$ cat config.mk
export PLATFORM = sky130hd
export DESIGN_NAME = leading_bit_locator
export DESIGN_NICKNAME = d
export VERILOG_FILES = /design/src/rtl/lbl_pkg.sv /design/src/rtl/group_prio_enc.sv /design/src/rtl/leading_bit_locator.sv
export SDC_FILE = /design/constraint.sdc
export NUM_CORES = 1
export LEC_CHECK = 0
export CORE_MARGIN = 3
export CORE_UTILIZATION = 45
export DETAILED_ROUTE_END_ITERATION = 12
export GPL_TIMING_DRIVEN = 1
export PLACE_DENSITY_LB_ADDON = 0.08
export SETUP_SLACK_MARGIN = 0.02
export SYNTH_ARGS = -nofsm -noshare
export SYNTH_HDL_FRONTEND = slang
export SYNTH_SLANG_ARGS = --single-unit
$ cat constraint.sdc
create_clock -name clk -period 2.45 [get_ports clk]
set_input_delay 0.49 -clock clk [delete_from_list [all_inputs] [get_ports clk]]
set_output_delay 0.49 -clock clk [all_outputs]
set_load 0.02 [all_outputs]
$ cat src/rtl/lbl_pkg.sv
// Shared types and sizing helpers for the leading-bit locator pipeline.
package lbl_pkg;

  typedef enum logic [1:0] {
    MODE_MSB_INT   = 2'd0,
    MODE_SQRT_SEED = 2'd1,
    MODE_MSB_ABS   = 2'd2,
    MODE_LSB_ABS   = 2'd3
  } lbl_mode_t;

  localparam bit DIR_MSB = 1'b0;
  localparam bit DIR_LSB = 1'b1;

  // Result width: enough for -WIDTH..WIDTH-1 as a signed value.
  function automatic int loc_w(input int width);
    return $clog2(width) + 1;
  endfunction

endpackage

$ cat src/rtl/group_prio_enc.sv
// Priority encoder returning the index of the highest (DIR_MSB) or lowest (DIR_LSB) set request.
module group_prio_enc
  import lbl_pkg::*;
#(
  parameter int N   = 8,
  parameter bit DIR = DIR_MSB,
  localparam int IDX_W = (N > 1) ? $clog2(N) : 1
) (
  input  logic [N-1:0]     req,
  output logic [IDX_W-1:0] idx
);

  // Later loop iterations override earlier ones, so scan toward the winning end.
  always_comb begin
    idx = '0;
    if (DIR == DIR_MSB) begin
      for (int i = 0; i < N; i++)
        if (req[i]) idx = IDX_W'(i);
    end else begin
      for (int i = N - 1; i >= 0; i--)
        if (req[i]) idx = IDX_W'(i);
    end
  end

endmodule

$ cat src/rtl/leading_bit_locator.sv
// Two-stage leading/trailing set-bit locator on a fixed-point vector with valid/ready handshake.
module leading_bit_locator
  import lbl_pkg::*;
#(
  parameter int WIDTH = 32,
  parameter int FRAC  = 16,
  parameter int GROUP = 8,
  parameter int TAG_W = 4,
  localparam int LOC_W = loc_w(WIDTH)
) (
  input  logic                    clk,
  input  logic                    rst_,
  input  logic                    in_valid,
  output logic                    in_ready,
  input  logic [WIDTH-1:0]        in_vec,
  input  logic [1:0]              in_mode,
  input  logic [TAG_W-1:0]        in_tag,
  output logic                    out_valid,
  input  logic                    out_ready,
  output logic signed [LOC_W-1:0] out_loc,
  output logic                    out_zero,
  output logic [TAG_W-1:0]        out_tag
);

  localparam int NGRP   = WIDTH / GROUP;
  localparam int GIDX_W = (NGRP > 1) ? $clog2(NGRP) : 1;
  localparam int BIDX_W = (GROUP > 1) ? $clog2(GROUP) : 1;
  localparam logic [WIDTH-1:0] INT_MASK = {WIDTH{1'b1}} << FRAC;

  // Every mode reduces to (bit position - FRAC); SQRT_SEED then halves k rounding up.
  function automatic logic signed [LOC_W-1:0] mode_loc(input lbl_mode_t m, input int pos);
    int rel;
    rel = pos - FRAC;
    if (m == MODE_SQRT_SEED) rel = (rel + 1) >>> 1;
    return LOC_W'(rel);
  endfunction

  lbl_mode_t              mode_in;
  logic [WIDTH-1:0]       masked;
  logic [NGRP-1:0]        flags;
  logic [GIDX_W-1:0]      g_msb, g_lsb, g_sel;

  logic                   vld_p1;
  logic [WIDTH-1:0]       vec_p1;
  logic [NGRP-1:0]        flags_p1;
  logic [GIDX_W-1:0]      gidx_p1;
  lbl_mode_t              mode_p1;
  logic [TAG_W-1:0]       tag_p1;

  logic [GROUP-1:0]       grp_bits;
  logic [BIDX_W-1:0]      b_msb, b_lsb, b_sel;
  logic                   adv_p2;

  assign adv_p2   = !out_valid || out_ready;
  assign in_ready = !vld_p1 || adv_p2;

  // ---- stage 1: integer masking, group flags, group select ----
  always_comb begin
    mode_in = lbl_mode_t'(in_mode);
    masked  = (mode_in == MODE_MSB_INT || mode_in == MODE_SQRT_SEED) ? (in_vec & INT_MASK) : in_vec;
    for (int g = 0; g < NGRP; g++) flags[g] = |masked[g*GROUP +: GROUP];
  end

  group_prio_enc #(.N(NGRP), .DIR(DIR_MSB)) u_grp_msb (.req(flags), .idx(g_msb));
  group_prio_enc #(.N(NGRP), .DIR(DIR_LSB)) u_grp_lsb (.req(flags), .idx(g_lsb));

  assign g_sel = (mode_in == MODE_LSB_ABS) ? g_lsb : g_msb;

  always_ff @(posedge clk or posedge rst_) begin
    if (rst_) begin
      vld_p1 <= 1'b0;
    end else if (in_ready) begin
      vld_p1 <= in_valid;
    end
  end

  always_ff @(posedge clk) begin
    if (in_ready && in_valid) begin
      vec_p1   <= masked;
      flags_p1 <= flags;
      gidx_p1  <= g_sel;
      mode_p1  <= mode_in;
      tag_p1   <= in_tag;
    end
  end

  // ---- stage 2: in-group bit select, mode arithmetic, output register ----
  assign grp_bits = vec_p1[int'(gidx_p1)*GROUP +: GROUP];

  group_prio_enc #(.N(GROUP), .DIR(DIR_MSB)) u_bit_msb (.req(grp_bits), .idx(b_msb));
  group_prio_enc #(.N(GROUP), .DIR(DIR_LSB)) u_bit_lsb (.req(grp_bits), .idx(b_lsb));

  assign b_sel = (mode_p1 == MODE_LSB_ABS) ? b_lsb : b_msb;

  always_ff @(posedge clk or posedge rst_) begin
    if (rst_) begin
      out_valid <= 1'b0;
      out_loc   <= '0;
      out_zero  <= 1'b0;
      out_tag   <= '0;
    end else if (adv_p2) begin
      out_valid <= vld_p1;
      if (vld_p1) begin
        out_zero <= ~|flags_p1;
        out_loc  <= (~|flags_p1) ? '0 : mode_loc(mode_p1, int'(gidx_p1)*GROUP + int'(b_sel));
        out_tag  <= tag_p1;
      end
    end
  end

endmodule

[Word level (Yosys, flattened, before mapping)]
Cells that the tools add are included.
Word-level totals
  register bits: 57
  input bits: 42
  output and inout bits: 13
  word-level logic and storage cells: 59
Operators by class
  add/subtract/negate cells: 3
  eq/ne operators: 4
  shift operators: 1
  multiplexer cells: 27
  reduce and logical (&&, ||, !) cells: 14
Operator list (count)
  3-bit two-way mux: 13
  8-bit OR reduction: 4
  32-bit by 6-bit indexed part select with 8-bit output: 1
  2-bit two-way mux: 9
  16-bit two-way mux: 1
  6-bit two-way mux: 2
  7-bit by 2-bit adder with 7-bit output (second input constant): 1
  6-bit by 5-bit subtractor with 7-bit output (second input constant): 1
  5-bit by 3-bit adder with 6-bit output: 1
  2-bit by 1-bit == test with 1-bit output (second input constant): 2
  2-bit == test (second input constant): 2
  4-bit OR reduction: 1
  1-bit logical NOT: 3
  1-bit logical OR: 3
  2-bit logical NOT: 1
  1-bit two-way mux: 2
  2-bit AND reduction: 1
  1-bit logical AND: 1

[Depth between registers and ports, before layout]
  word-level depth: 15
  mapped depth: 9

[Modules after synthesis]
Synthesis repeated with hierarchy kept, for this count alone.
Second synthesis, totals
  cell total of the unflattened synthesis: 181
  area total of the unflattened synthesis: 2590.0 um^2
Modules (own cells, without submodules)
  leading_bit_locator: times used 1, cells each 151, area each 2416.1 um^2
  group_prio_enc at u_bit_lsb: times used 1, cells each 12, area each 83.8 um^2
  group_prio_enc at u_bit_msb: times used 1, cells each 10, area each 45.0 um^2
  group_prio_enc at u_grp_lsb: times used 1, cells each 5, area each 27.5 um^2
  group_prio_enc at u_grp_msb: times used 1, cells each 3, area each 17.5 um^2

[Worst setup path before layout]
No wires, ideal clock.
  path type: register -> register
  start point: register gidx_p1[0]
  end point: register out_loc[1]
  library setup time: 0.120 ns
  arrival time: 2.405 ns
  data required time: 2.330 ns
  slack: -0.075 ns
  cell stages (with the launch flop): 10
  buffers on the path: 1
  clock period less this slack: 2.525 ns
  cell sequence: edfxtp_1 buf_6 mux4_2 or2_1 o21ai_1 a22oi_1 ha_1 xor2_1 a32o_1 a31o_1
On the way
  longest elaborated chain between the ends: 15
  elaborated cells on any way between the ends: 22
  classes of those cells: add/sub: 3; shift: 1; mux: 18
Ends and longest elaborated chain
  from (decl): line leading_bit_locator.sv:46  | logic [GIDX_W-1:0] gidx_p1;
  from (signal assigned): line leading_bit_locator.sv:81  | gidx_p1 <= g_sel;
  32-bit by 6-bit indexed part select with 8-bit output (*): line leading_bit_locator.sv:88  | assign grp_bits = vec_p1[int'(gidx_p1)*GROUP +: GROUP];
  3-bit two-way mux (8 in series): line group_prio_enc.sv:21  | if (req[i]) idx = IDX_W'(i);
  3-bit two-way mux (*): line leading_bit_locator.sv:93  | assign b_sel = (mode_p1 == MODE_LSB_ABS) ? b_lsb : b_msb;
  5-bit by 3-bit adder with 6-bit output (*): line leading_bit_locator.sv:105  | out_loc <= (~|flags_p1) ? '0 : mode_loc(mode_p1, int'(gidx_p1)*GROUP + int'(b_sel));
  6-bit by 5-bit subtractor with 7-bit output (*): line leading_bit_locator.sv:33  | rel = pos - FRAC;
  7-bit by 2-bit adder with 7-bit output: line leading_bit_locator.sv:34  | if (m == MODE_SQRT_SEED) rel = (rel + 1) >>> 1;
  6-bit two-way mux (*): line leading_bit_locator.sv:34
  6-bit two-way mux (*): line leading_bit_locator.sv:105
  to (signal assigned): line leading_bit_locator.sv:105
  to (decl): line leading_bit_locator.sv:20  | output logic signed [LOC_W-1:0] out_loc,
Mark *: on every way between the ends. The rest lies on a longest branch, timed or not.
A chain may end at the register's enable or synchronous reset.

[Worst setup path in the final report]
Same ends and word-level chain as after synthesis.

==> impl_table.tex <==
\begin{tabular}{lr}
\hline
Metric & Value \\
\hline
\multicolumn{2}{l}{\textbf{Global routing}} \\
Most used routing layer & met2 \\
Largest net degree at the start of global routing & 45 \\
Via count of the first global-routing pass & approximately 1700 \\
GR met2 Demand/Resource & about 30\% \\
Antenna violations before repair & 0 \\
Routing usage on met1 & $\sim$22\% \\
Met3 track utilization from global routing & 3.92\% \\
Final global-route overflow total & 0 \\
Wire length of the first global-routing pass & 8.35 mm \\
GRT Util Overall & 18.3\% \\
\multicolumn{2}{l}{\textbf{Critical path}} \\
Kind of capture point of the worst setup path & register \\
Worst r2r src & gidx\_p1[0] \\
Slowest CP cell & sky130\_fd\_sc\_hd\_\_mux4\_2 \\
Category of the critical setup timing path & reg -> reg \\
Arrival time of data at the critical path endpoint & 2.71 ns \\
Critical Path Sink & out\_loc[1] \\
Max Fanout on Critical Path & 5 \\
CP startpoint & gidx\_p1[0] \\
Dominant delay contributor by cell family on the critical path & compound AO/OA/AOI/OAI gates \\
Critical path buffer and inverter count & 2 \\
Startpoint class of the critical path & register \\
Reg2Reg Depth & 9 \\
Critical path required time & 2.67 ns \\
Critical register-to-register path endpoint & out\_loc[1] \\
Maximum single-stage delay on the critical path & 0.53 ns \\
Ordered cell list for the critical path & buf\_6 -> mux4\_2 -> buf\_4 -> o311ai\_2 -> a32oi\_2 -> ha\_2 -> xor2\_1 -> a32o\_1 -> a31o\_1 \\
Slack of the worst reg-to-reg path & -0.04 ns \\
Number of cells on the critical path & 9 \\
\multicolumn{2}{l}{\textbf{CTS}} \\
Root Buffer & sky130\_fd\_sc\_hd\_\_clkbuf\_8 \\
Clock net sink count & between 50 and 60 \\
Clock tree from TritonCTS & built \\
H-tree level count & 3 \\
Clock buffer depth & 2 \\
Total clock buffers created by CTS & 9 \\
Latest clock arrival within the worst-skew pair & $\sim$0.33 ns \\
Clock-pin slew reported for the worst setup and hold paths after clock tree synthesis & about 0.060 ns \\
\multicolumn{2}{l}{\textbf{Yosys}} \\
Number of flip-flops and latches in the synthesized netlist & 57 \\
Share of the synthesized area in compound gates (AO/OA/AOI/OAI) & 7.29\% \\
Number of synthesized flops with an enable pin & 44 \\
Cell with the most instances after synthesis & sky130\_fd\_sc\_hd\_\_edfxtp\_1 \\
Post-synthesis share of cell area spent on and, or, nand and nor gates & between 10\% and 20\% \\
Number of nets produced by synthesis & 206 \\
Post-synthesis async set-or-reset flop share & 22.8\% \\
Mux cell area share after synthesis & 9.72\% \\
Post-synthesis share of cell area spent on full adders, half adders and majority gates & 0.506\% \\
Portion of synthesized cell area occupied by the leading cell type & 53.5\% \\
Share of the synthesized netlist area taken by xor and xnor gates & less than 1\% \\
Sequential element share of the synthesized area & 66.6\% \\
Synth top area cells & sky130\_fd\_sc\_hd\_\_edfxtp\_1, sky130\_fd\_sc\_hd\_\_dfrtp\_1, sky130\_fd\_sc\_hd\_\_mux4\_2 \\
Commonest cells in the netlist & sky130\_fd\_sc\_hd\_\_edfxtp\_1, sky130\_fd\_sc\_hd\_\_and2\_1, sky130\_fd\_sc\_hd\_\_dfrtp\_1, sky130\_fd\_sc\_hd\_\_nand2\_1, sky130\_fd\_sc\_hd\_\_nor4\_1 \\
Most area-hungry cell type in the Yosys netlist & sky130\_fd\_sc\_hd\_\_edfxtp\_1 \\
Top\_reg\_cell synth & sky130\_fd\_sc\_hd\_\_edfxtp\_1 \\
Instance count of the mapped netlist & 163 \\
Count of different cell masters after synthesis & 38 \\
Dominant combinational cell family by area after synthesis & simple AND/OR/NAND/NOR gates \\
Avg Synthesized Cell Area & between 15 and 20 µm² \\
Cell Area, Synth & $\sim$2500 µm² \\
Ys Warns & 0 \\
\multicolumn{2}{l}{\textbf{Cells and area}} \\
Proportion of layout cells with a drive suffix above 1 & between 20\% and 30\% \\
Area taken by flip-flops and latches & 1650 µm² \\
Number of fill cells & 402 \\
Area taken by multi-input logic gates & 828 µm² \\
Layout Utilization & 65.9\% \\
N\_diodes & 0 \\
Layout area overhead & 38.9\% \\
Final instance area & 3430 µm² \\
\# nets final & 281 \\
\multicolumn{2}{l}{\textbf{Place}} \\
Placement Cell Area & 3170 µm² \\
Port Buffers & 54 \\
Half-perimeter wire length after placement & 3.80 mm \\
Global placer's final weighted congestion & 0.832 \\
\multicolumn{2}{l}{\textbf{Floorplanning}} \\
Number of ports placed on the die boundary & 55 \\
Die outline width & 80.1 µm \\
Floorplan die area & 6420 µm² \\
Std-Cell Rows & 26 \\
Die H & about 80 µm \\
Initial cell density of the core & 47.5\% \\
Core area & roughly 5200 µm² \\
\multicolumn{2}{l}{\textbf{STA}} \\
Part of the cycle the worst path needs & 102\% \\
RSZ-0062 raised after global routing & true \\
Post-layout minimum cycle time & 2.49 ns \\
Setup Viol. Count Final & 1 \\
Summed negative setup slack over all endpoints & -0.0372 ns \\
Slew at the pin closest to its max-slew limit & 0.485 ns \\
Min Hold Slack & 0.460 ns \\
Final clock skew & between 0.006 and 0.007 ns \\
Number of pins exceeding their max-slew limit in the final report & 0 \\
Hold violation total from the final report & 0 \\
Maximum operating frequency & 402 MHz \\
Final WS setup & -0.0372 ns \\
Headroom to the max-slew limit & 67.6\% \\
\multicolumn{2}{l}{\textbf{Power and ir drop}} \\
Pwr dens & 717 nW/µm² \\
Cell leakage power & 1.24 nW \\
Switching power total & 589 µW \\
Sequential share of power & a little under half \\
Clock network fraction of total power & 34.3\% \\
Proportion of power drawn by combinational gates & between 10\% and 20\% \\
Worst-case vdd ir drop & 0.000362 V \\
Int Pwr & 1.87 mW \\
Final Total Pwr & 2.46 mW \\
Net switching fraction of the power & 23.9\% \\
\multicolumn{2}{l}{\textbf{Routing}} \\
Post-route DRC violation count & 0 \\
Detailed-route wire length per cell & between 15 and 20 µm \\
Number of vias per cell & 5.28 \\
Number of vias after detailed routing & 1653 \\
WL final & between 5 and 6 mm \\
Starting DRC count in detailed routing & 62 \\
Number of routed nets with antenna violations & 0 \\
Initial DRT Pass Iterations & 4 \\
\multicolumn{2}{l}{\textbf{Status}} \\
Run status & complete, but fails checks \\
Violations in the final reports & setup timing \\
\multicolumn{2}{l}{\textbf{Min path}} \\
Hold path cells & 1 \\
Kind of path behind the tightest hold check & reg -> reg \\
\multicolumn{2}{l}{\textbf{Run}} \\
Number of violations of the max-capacitance limit & 0 \\
\hline
\end{tabular}
==> routing by layer <==
metal	part of all wire, %	vias to the layer above
met2	53	44
met3	3.7	11
met1	41	810
met5	0	-
li1	-	788
met4	2.7	0
==> worst register-to-register path: stages, from the launching register on <==
cell,delay [ns]
sky130_fd_sc_hd__edfxtp_1,0.39
sky130_fd_sc_hd__buf_6,0.15
sky130_fd_sc_hd__mux4_2,0.53
sky130_fd_sc_hd__buf_4,0.16
sky130_fd_sc_hd__o311ai_2,0.26
sky130_fd_sc_hd__a32oi_2,0.10
sky130_fd_sc_hd__ha_2,0.22
sky130_fd_sc_hd__xor2_1,0.14
sky130_fd_sc_hd__a32o_1,0.25
sky130_fd_sc_hd__a31o_1,0.18
==> cells by family (layout without fill, tap and decap cells) <==
family,after synthesis,count (layout)
buffers and inverters,8,88
xor gates and xnor gates,2,2
muxes,13,13
adders and majority gates,1,1
DFF,57,57
AOI/OAI and AO/OA,23,23
and+or+nand+nor,59,59
==> final cells by class <==
| class | count | area share, % |
|---|---|---|
| Clock buffer | 13 | 4.34 |
| Clock inverter | 3 | 1.17 |
| Inverter | 4 | 0.437 |
| Multi-Input combinational cell | 98 | 24.1 |
| Sequential cell | 57 | 48.0 |
| Tap cell | 70 | 2.55 |
| Timing Repair Buffer | 68 | 19.4 |
==> flip-flops by register name, summed over array words and instances (netlist names), 2 cells and up <==
| name | cells |
|---|---|
| flags_p1 | 4 |
| gidx_p1 | 2 |
| out_loc | 6 |
| out_tag | 4 |
| mode_p1 | 2 |
| vec_p1 | 32 |
| tag_p1 | 4 |
==> worst min-delay path by stage <==
stage,startpoint,end,slack [ns]
6_report,tag_p1[1],out_tag[1],0.46
5_1_grt,tag_p1[0],out_tag[0],0.47
4_1_cts,tag_p1[1],out_tag[1],0.46
3_5_place_dp,tag_p1[1],out_tag[1],0.45
3_3_place_gp,tag_p1[0],out_tag[0],0.44
2_1_floorplan,rst_,out_loc[0],0.37
==> repair_timing <==
item                                   CTS  global route
gates resized for setup                  5             7
pin swaps                                4             5
buffers inserted                         3             1
setup endpoints to repair                4             4
hold buffers                             0             0
endpoints found under the hold margin    0             0
==> placed cells by master (no fill, tap or decap), drive strengths merged, types with 2 or more instances in the layout <==
cell	count
o41ai	2
dfrtp	13
buf	14
edfxtp	44
o22a	2
mux4	8
nor4	9
a22o	2
clkinv	2
nor2	8
inv	4
mux2	5
clkdlybuf4s50	54
nand2b	4
xor2	2
a21oi	2
nand2	9
and2	19
clkbuf	13
o21ai	4
nor2b	3
a32o	3
or2b	2
a31o	2
==> stage by stage <==
stage / worst slack [ns] / cells
floorplan: -0.00971 / 163
global placement: -0.0719 / 293
detailed placement: -0.0988 / 293
CTS: -0.0484 / 312
global route: -0.147 / 313
finish: -0.0372 / 313
==> power groups by stage <==
stage	Sequential (mW)	Clock (mW)	Combinational, mW
2_1_floorplan	1.22	0	0.176
3_3_place_gp	1.19	0	0.402
3_5_place_dp	1.19	0	0.416
4_1_cts	1.17	0.866	0.431
5_1_grt	1.18	0.918	0.479
6_report	1.17	0.845	0.444
Power figures use the tool's default switching activity.
